### src/rtl/uart_tx_multi.sv
// uart_tx_multi: word FIFO feeding a UART serialiser with runtime data width and 1/2 stop bits.
// Define UART_TX_PARITY_EN to add the parity_i port and the PARITY frame state.
module uart_tx_multi #(
    parameter int BUFSZ                  = 2,
    parameter int CLOCKCYCLESPERBITLIMIT = 2,
    parameter int DATAWIDTH              = 8
) (
    input  logic                                      clk_i,
    input  logic                                      rst_i,
    input  logic [$clog2(CLOCKCYCLESPERBITLIMIT)-1:0] clockcyclesperbit_i,
    input  logic [3:0]                                databits_i,
    input  logic                                      stop2_i,
`ifdef UART_TX_PARITY_EN
    input  logic [1:0]                                parity_i,
`endif
    input  logic                                      push_i,
    input  logic [DATAWIDTH-1:0]                      data_i,
    output logic                                      full_o,
    output logic [$clog2(BUFSZ):0]                    usage_o,
    output logic                                      busy_o,
    output logic                                      tx_o
);
    localparam int CW = $clog2(CLOCKCYCLESPERBITLIMIT);
    localparam int AW = $clog2(BUFSZ);
    localparam logic [AW:0] DEPTH_C = BUFSZ[AW:0];

`ifdef UART_TX_PARITY_EN
    typedef enum logic [2:0] {
        S_IDLE = 3'd0, S_START = 3'd1, S_DATA = 3'd2, S_STOP = 3'd3, S_PARITY = 3'd4
    } state_t;
`else
    typedef enum logic [2:0] {
        S_IDLE = 3'd0, S_START = 3'd1, S_DATA = 3'd2, S_STOP = 3'd3
    } state_t;
`endif

    function automatic logic [3:0] clamp_bits(input logic [3:0] req);
        logic [3:0] res;
        if (req < 4'd5) begin
            res = 4'd5;
        end else if (req > 4'(DATAWIDTH)) begin
            res = 4'(DATAWIDTH);
        end else begin
            res = req;
        end
        return res;
    endfunction

    function automatic logic [DATAWIDTH-1:0] mask_word(input logic [DATAWIDTH-1:0] w,
                                                       input logic [3:0] n);
        logic [DATAWIDTH-1:0] res;
        for (int i = 0; i < DATAWIDTH; i++) begin
            res[i] = w[i] & (4'(i) < n);
        end
        return res;
    endfunction

`ifdef UART_TX_PARITY_EN
    function automatic logic even_parity(input logic [DATAWIDTH-1:0] w);
        return ^w;
    endfunction
`endif

    logic [DATAWIDTH-1:0] mem_q [BUFSZ];
    logic [AW:0]          wr_q, rd_q;
    logic [AW:0]          usage_s;
    logic                 full_s, push_ok_s, pop_s, load_s, tick_s;
    logic [DATAWIDTH-1:0] head_s, masked_s;
    logic [3:0]           nbits_s;
    logic [CW-1:0]        per_s;

    state_t               state_q, state_d;
    logic [CW-1:0]        timer_q, timer_d, per_q, per_d;
    logic [3:0]           idx_q, idx_d, nbits_q, nbits_d;
    logic                 stop2_q, stop2_d, tx_q, tx_d, busy_q, busy_d;
    logic [DATAWIDTH-1:0] shreg_q, shreg_d;
`ifdef UART_TX_PARITY_EN
    logic                 par_q, par_d, paren_q, paren_d;
`endif

    assign usage_s   = wr_q - rd_q;
    assign full_s    = (usage_s == DEPTH_C);
    assign push_ok_s = push_i & ~full_s;
    assign head_s    = mem_q[rd_q[AW-1:0]];
    assign nbits_s   = clamp_bits(databits_i);
    assign masked_s  = mask_word(head_s, nbits_s);
    assign per_s     = (clockcyclesperbit_i == '0) ? '0 : clockcyclesperbit_i - CW'(1);
    assign tick_s    = (timer_q == per_q);

    // FIFO storage and pointers; a push while full is dropped even if a pop happens too.
    always_ff @(posedge clk_i) begin
        if (rst_i) begin
            wr_q <= '0;
            rd_q <= '0;
            for (int i = 0; i < BUFSZ; i++) begin
                mem_q[i] <= '0;
            end
        end else begin
            if (push_ok_s) begin
                mem_q[wr_q[AW-1:0]] <= data_i;
                wr_q                <= wr_q + 1'b1;
            end
            if (pop_s) begin
                rd_q <= rd_q + 1'b1;
            end
        end
    end

    // Frame sequencer next-state; tx/busy are computed one edge early and registered.
    always_comb begin
        state_d = state_q;
        timer_d = timer_q;
        per_d   = per_q;
        idx_d   = idx_q;
        nbits_d = nbits_q;
        stop2_d = stop2_q;
        shreg_d = shreg_q;
        tx_d    = tx_q;
`ifdef UART_TX_PARITY_EN
        par_d   = par_q;
        paren_d = paren_q;
`endif
        load_s  = 1'b0;
        pop_s   = 1'b0;
        case (state_q)
            S_IDLE: begin
                tx_d = 1'b1;
                if (usage_s != '0) begin
                    load_s = 1'b1;
                end else begin
                    state_d = S_IDLE;
                end
            end
            S_START: begin
                if (tick_s) begin
                    state_d = S_DATA;
                    timer_d = '0;
                    idx_d   = 4'd0;
                    tx_d    = shreg_q[0];
                end else begin
                    timer_d = timer_q + CW'(1);
                end
            end
            S_DATA: begin
                if (!tick_s) begin
                    timer_d = timer_q + CW'(1);
                end else if (idx_q == nbits_q - 4'd1) begin
                    timer_d = '0;
                    idx_d   = 4'd0;
`ifdef UART_TX_PARITY_EN
                    if (paren_q) begin
                        state_d = S_PARITY;
                        tx_d    = par_q;
                    end else begin
                        state_d = S_STOP;
                        tx_d    = 1'b1;
                    end
`else
                    state_d = S_STOP;
                    tx_d    = 1'b1;
`endif
                end else begin
                    timer_d = '0;
                    idx_d   = idx_q + 4'd1;
                    shreg_d = {1'b0, shreg_q[DATAWIDTH-1:1]};
                    tx_d    = shreg_q[1];
                end
            end
`ifdef UART_TX_PARITY_EN
            S_PARITY: begin
                if (tick_s) begin
                    state_d = S_STOP;
                    timer_d = '0;
                    idx_d   = 4'd0;
                    tx_d    = 1'b1;
                end else begin
                    timer_d = timer_q + CW'(1);
                end
            end
`endif
            S_STOP: begin
                if (!tick_s) begin
                    timer_d = timer_q + CW'(1);
                end else if (idx_q == {3'b000, stop2_q}) begin
                    timer_d = '0;
                    idx_d   = 4'd0;
                    tx_d    = 1'b1;
                    if (usage_s != '0) begin
                        load_s = 1'b1;
                    end else begin
                        state_d = S_IDLE;
                    end
                end else begin
                    timer_d = '0;
                    idx_d   = idx_q + 4'd1;
                end
            end
            default: begin
                state_d = S_IDLE;
                tx_d    = 1'b1;
            end
        endcase
        // Frame start: pop the head and freeze all per-frame configuration.
        if (load_s) begin
            pop_s   = 1'b1;
            state_d = S_START;
            timer_d = '0;
            idx_d   = 4'd0;
            tx_d    = 1'b0;
            per_d   = per_s;
            nbits_d = nbits_s;
            stop2_d = stop2_i;
            shreg_d = masked_s;
`ifdef UART_TX_PARITY_EN
            par_d   = even_parity(masked_s) ^ parity_i[0];
            paren_d = parity_i[1];
`endif
        end else begin
            pop_s = 1'b0;
        end
        busy_d = (state_d != S_IDLE);
    end

    // Sequencer state and output registers.
    always_ff @(posedge clk_i) begin
        if (rst_i) begin
            state_q <= S_IDLE;
            timer_q <= '0;
            per_q   <= '0;
            idx_q   <= 4'd0;
            nbits_q <= 4'd0;
            stop2_q <= 1'b0;
            shreg_q <= '0;
            tx_q    <= 1'b1;
            busy_q  <= 1'b0;
`ifdef UART_TX_PARITY_EN
            par_q   <= 1'b0;
            paren_q <= 1'b0;
`endif
        end else begin
            state_q <= state_d;
            timer_q <= timer_d;
            per_q   <= per_d;
            idx_q   <= idx_d;
            nbits_q <= nbits_d;
            stop2_q <= stop2_d;
            shreg_q <= shreg_d;
            tx_q    <= tx_d;
            busy_q  <= busy_d;
`ifdef UART_TX_PARITY_EN
            par_q   <= par_d;
            paren_q <= paren_d;
`endif
        end
    end

    assign tx_o    = tx_q;
    assign busy_o  = busy_q;
    assign usage_o = usage_s;
    assign full_o  = full_s;
endmodule

### config.mk
export PLATFORM = sky130hd
export DESIGN_NAME = uart_tx_multi
export DESIGN_NICKNAME = d
export VERILOG_FILES = /design/src/rtl/uart_tx_multi.sv
export SDC_FILE = /design/constraint.sdc
export NUM_CORES = 1
export LEC_CHECK = 0
export CAP_MARGIN = 40
export CORE_MARGIN = 2
export CORE_UTILIZATION = 40
export CTS_BUF_LIST = sky130_fd_sc_hd__clkbuf_2
export CTS_CLUSTER_SIZE = 24
export DETAILED_ROUTE_END_ITERATION = 8
export HOLD_SLACK_MARGIN = 0.08
export PLACE_DENSITY = 0.7
export SLEW_MARGIN = 10
export SYNTH_ARGS = -nofsm -noshare
export SYNTH_HDL_FRONTEND = slang
export SYNTH_SLANG_ARGS = --single-unit
export TNS_END_PERCENT = 20
### constraint.sdc
create_clock -name clk_i -period 2.2 [get_ports clk_i]
set_input_delay 0.66 -clock clk_i [delete_from_list [all_inputs] [get_ports clk_i]]
set_output_delay 0.66 -clock clk_i [all_outputs]
set_load 0.02 [all_outputs]
==> flow_summary.ini <==
[outcome]
status = completed

[grt]
grt-ovfl-total = 0
grtUsageTotal_pct = 14.4
grt_pass1_vias = 1328
grt_max_degree = 22
grt_pass1_wl_mm = 6.06
grt_antenna_before_repair = 0

[routing]
drt-vias-per-instance = 5.07
first_pass_iters = 4
drt_iter0_markers = 62
avgRoutedWirePerCell_um = 12.5
finalWirelength_mm = 3.70
route.detailed.drc = 0
vias = 1501
antenna_left = 0

[power]
power_frac_comb_pct = 33.4
switching_power_w = 0.000788
pwr-share-clk_pct = 20.3
p_leak_nw = 0.879
switching_share_pct = 33.8
power_frac_seq_pct = 46.3
p_int_w = 0.00155
powerDensity_mw_per_mm2 = 957
ir_drop_v = 0.000494

[setup_path]
crit_type = register to output pin
path_cells = xnor2_1, buf_4, nor2_1, buf_4
cp_max_fo = 5
cp_data_arrival_time_ps = 1410
cpMostUsedCell = buf_4
start_kind = register
crit_slowest_cell = dfxtp_1
critPathRequiredTime_ps = 1540
critPathCaptureType = output pin
slowest_delay_ps = 380

[yosys]
synth_most_common_cell = dfxtp_1
synthTopCellsByArea = dfxtp_1 (27%), edfxtp_1 (24%), mux2i_1 (6.9%)
ys_async_sr_fraction_pct = 0
netlist_instances = 196
ys_top_cells_by_count = dfxtp_1 (27), and2_1 (19), edfxtp_1 (16)
yosysWarnings = 0
syn_area_sq_mm = 0.00203
synth_nets = 216
synth_edf_count = 16
ys_seq_elements = 43
synth.distinct_cells = 36
synth_top_area_share_pct = 26.7
synth_largest_area_cell = dfxtp_1
ys_seq_area_share_pct = 50.4
ys.flop_type = dfxtp_1
synth.avg_cell_area_sq_um = 10.3

[sta]
slew_viol_final = 0
period_needed_ps = 2070
grt_setup_unrepaired = false
setup_ws_ps = 131
fmax_mhz = 483
finalSetupViolations = 0
fin_skew_ps = 18.6
finalHoldViolCount = 0
period_share_pct = 94.1
hold_slack_ps = 497

[final_layout]
nNetsFinal = 248
drive_above_1_share_pct = 12.7
fillCellCount = 471
multi_input_area_sq_um = 973
seqCellArea_sq_mm = 0.00102
diodes = 0
design_area_sq_mm = 0.00244
areaGrowthSynthToFinish_pct = 20.3

[floorplanning]
die-area_sq_mm = 0.00565
fp.dieW_um = 75.2
core_sq_mm = 0.00482
rows = 25
ioPinCount = 22
start_util_pct = 42.1
die_h_um = 75.2

[placement]
placed_area_sq_mm = 0.00236
port_buffers = 20
dp_slack_ps = 79.4
finalWeightedCongestion = 0.732
hpwl_mm = 2.66

[clocking]
cts_resized = 11
cts_tree = yes
post_cts_buffers = 0
path_clk_slew_ps = 230
clock_latency_ps = 420
holdBufCountCts = 0
cts_root_buf = clkbuf_2
clockBufferDepth = 2
cts.sinks = 43
cts_made_buffers = 5
htree_levels = 2

[hold_path]
min_path_type = register to register

[job]
maxCapViolCount = 0
[state kept, by name, indices dropped and copies added (netlist names), named ones only]
name     flops
idx_q        4
mem_q       16
stop2_q      1
rd_q         2
tx_o         1
state_q      3
nbits_q      4
busy_o       1
wr_q         2
shreg_q      8
[per-layer routing]
layer | global-route usage, % | vias up | share of wire (%)
li1 | - | 770 | -
met3 | 4.42 | 4 | 4.9
met2 | 22.2 | 29 | 45
met5 | 0 | - | 0
met4 | 5.26 | 0 | 1.2
met1 | 19.1 | 698 | 49
[cell families (layout without fill, tap and decap cells)]
logic type | after synthesis | after routing | share of synthesized area (%)
xor+xnor | 12 | 12 | 5.19
fa+ha+maj | 3 | 3 | 1.85
flops | 43 | 43 | 50.4
buf+inv | 11 | 44 | 2.16
other cells | 1 | 1 | 0.185
simple gates | 76 | 76 | 20.7
compound gates | 36 | 36 | 12.6
mux | 14 | 14 | 6.92
[worst paths after layout]
| kind | start | to | slack [ps] | depth (start not counted) |
|---|---|---|---|---|
| hold reg to reg | nbits_q[1] | nbits_q[1] | 500 | 2 |
| hold / removal | nbits_q[1] | nbits_q[1] | 500 | 2 |
| setup reg to reg | nbits_q[0] | shreg_q[2] | 260 | 7 |
| setup / recovery | rd_q[1] | full_o | 130 | 4 |
[worst max-delay path, delay by kind of cell (launching register included)]
family | cells | cell delay, ps
buffers and inverters | 2 | 340
DFF | 1 | 380
and+or+nand+nor | 1 | 40
xor gates and xnor gates | 1 | 250
[area by class of cell]
type,count,area share (%)
clock buffers,5,1.03
flip-flops and latches,43,41.9
inverters,6,0.924
clock inverters,3,1.95
multi-input cells,142,39.9
well taps,67,3.44
repair buffers,30,10.8
[metrics by stage]
step / setup TNS [ps] / utilization (%) / cells / power [W]
floorplan: 0 / - / 196 / 0.00161
global placement: 0 / 49.1 / 288 / 0.00188
detailed placement: 0 / 49.1 / 288 / 0.00189
CTS: -42.5 / 50.4 / 296 / 0.00234
global route: 0 / 50.6 / 296 / 0.00249
finish: 0 / 50.6 / 296 / 0.00233
[placed cells by master, fill, tap and decap left out, types with 2 or more instances in the layout]
cell type	count
mux2i_1	14
nand2b_1	3
xor2_1	4
clkdlybuf4s50_1	17
nor3_1	6
nand4b_1	3
o21bai_1	2
clkbuf_2	6
a31oi_1	2
xnor2_1	8
a21oi_1	10
nand3b_1	2
inv_1	5
o21ai_0	2
or3_1	3
edfxtp_1	16
and2_1	19
ha_1	2
nand2_1	9
nor2b_1	5
a211oi_1	13
nor2_1	14
nand3_1	5
or2b_1	2
dfxtp_1	26
buf_4	11
or2_2	3
[power groups by stage]
stage	sequential [W]	clock, W	combinational, W
2_1_floorplan	0.00106	0	0.000546
5_1_grt	0.00110	0.000519	0.000867
4_1_cts	0.00108	0.000485	0.000776
6_report	0.00108	0.000473	0.000780
3_3_place_gp	0.00109	0	0.000783
3_5_place_dp	0.00110	0	0.000792
No activity file was read; power rests on OpenSTA's default activity.
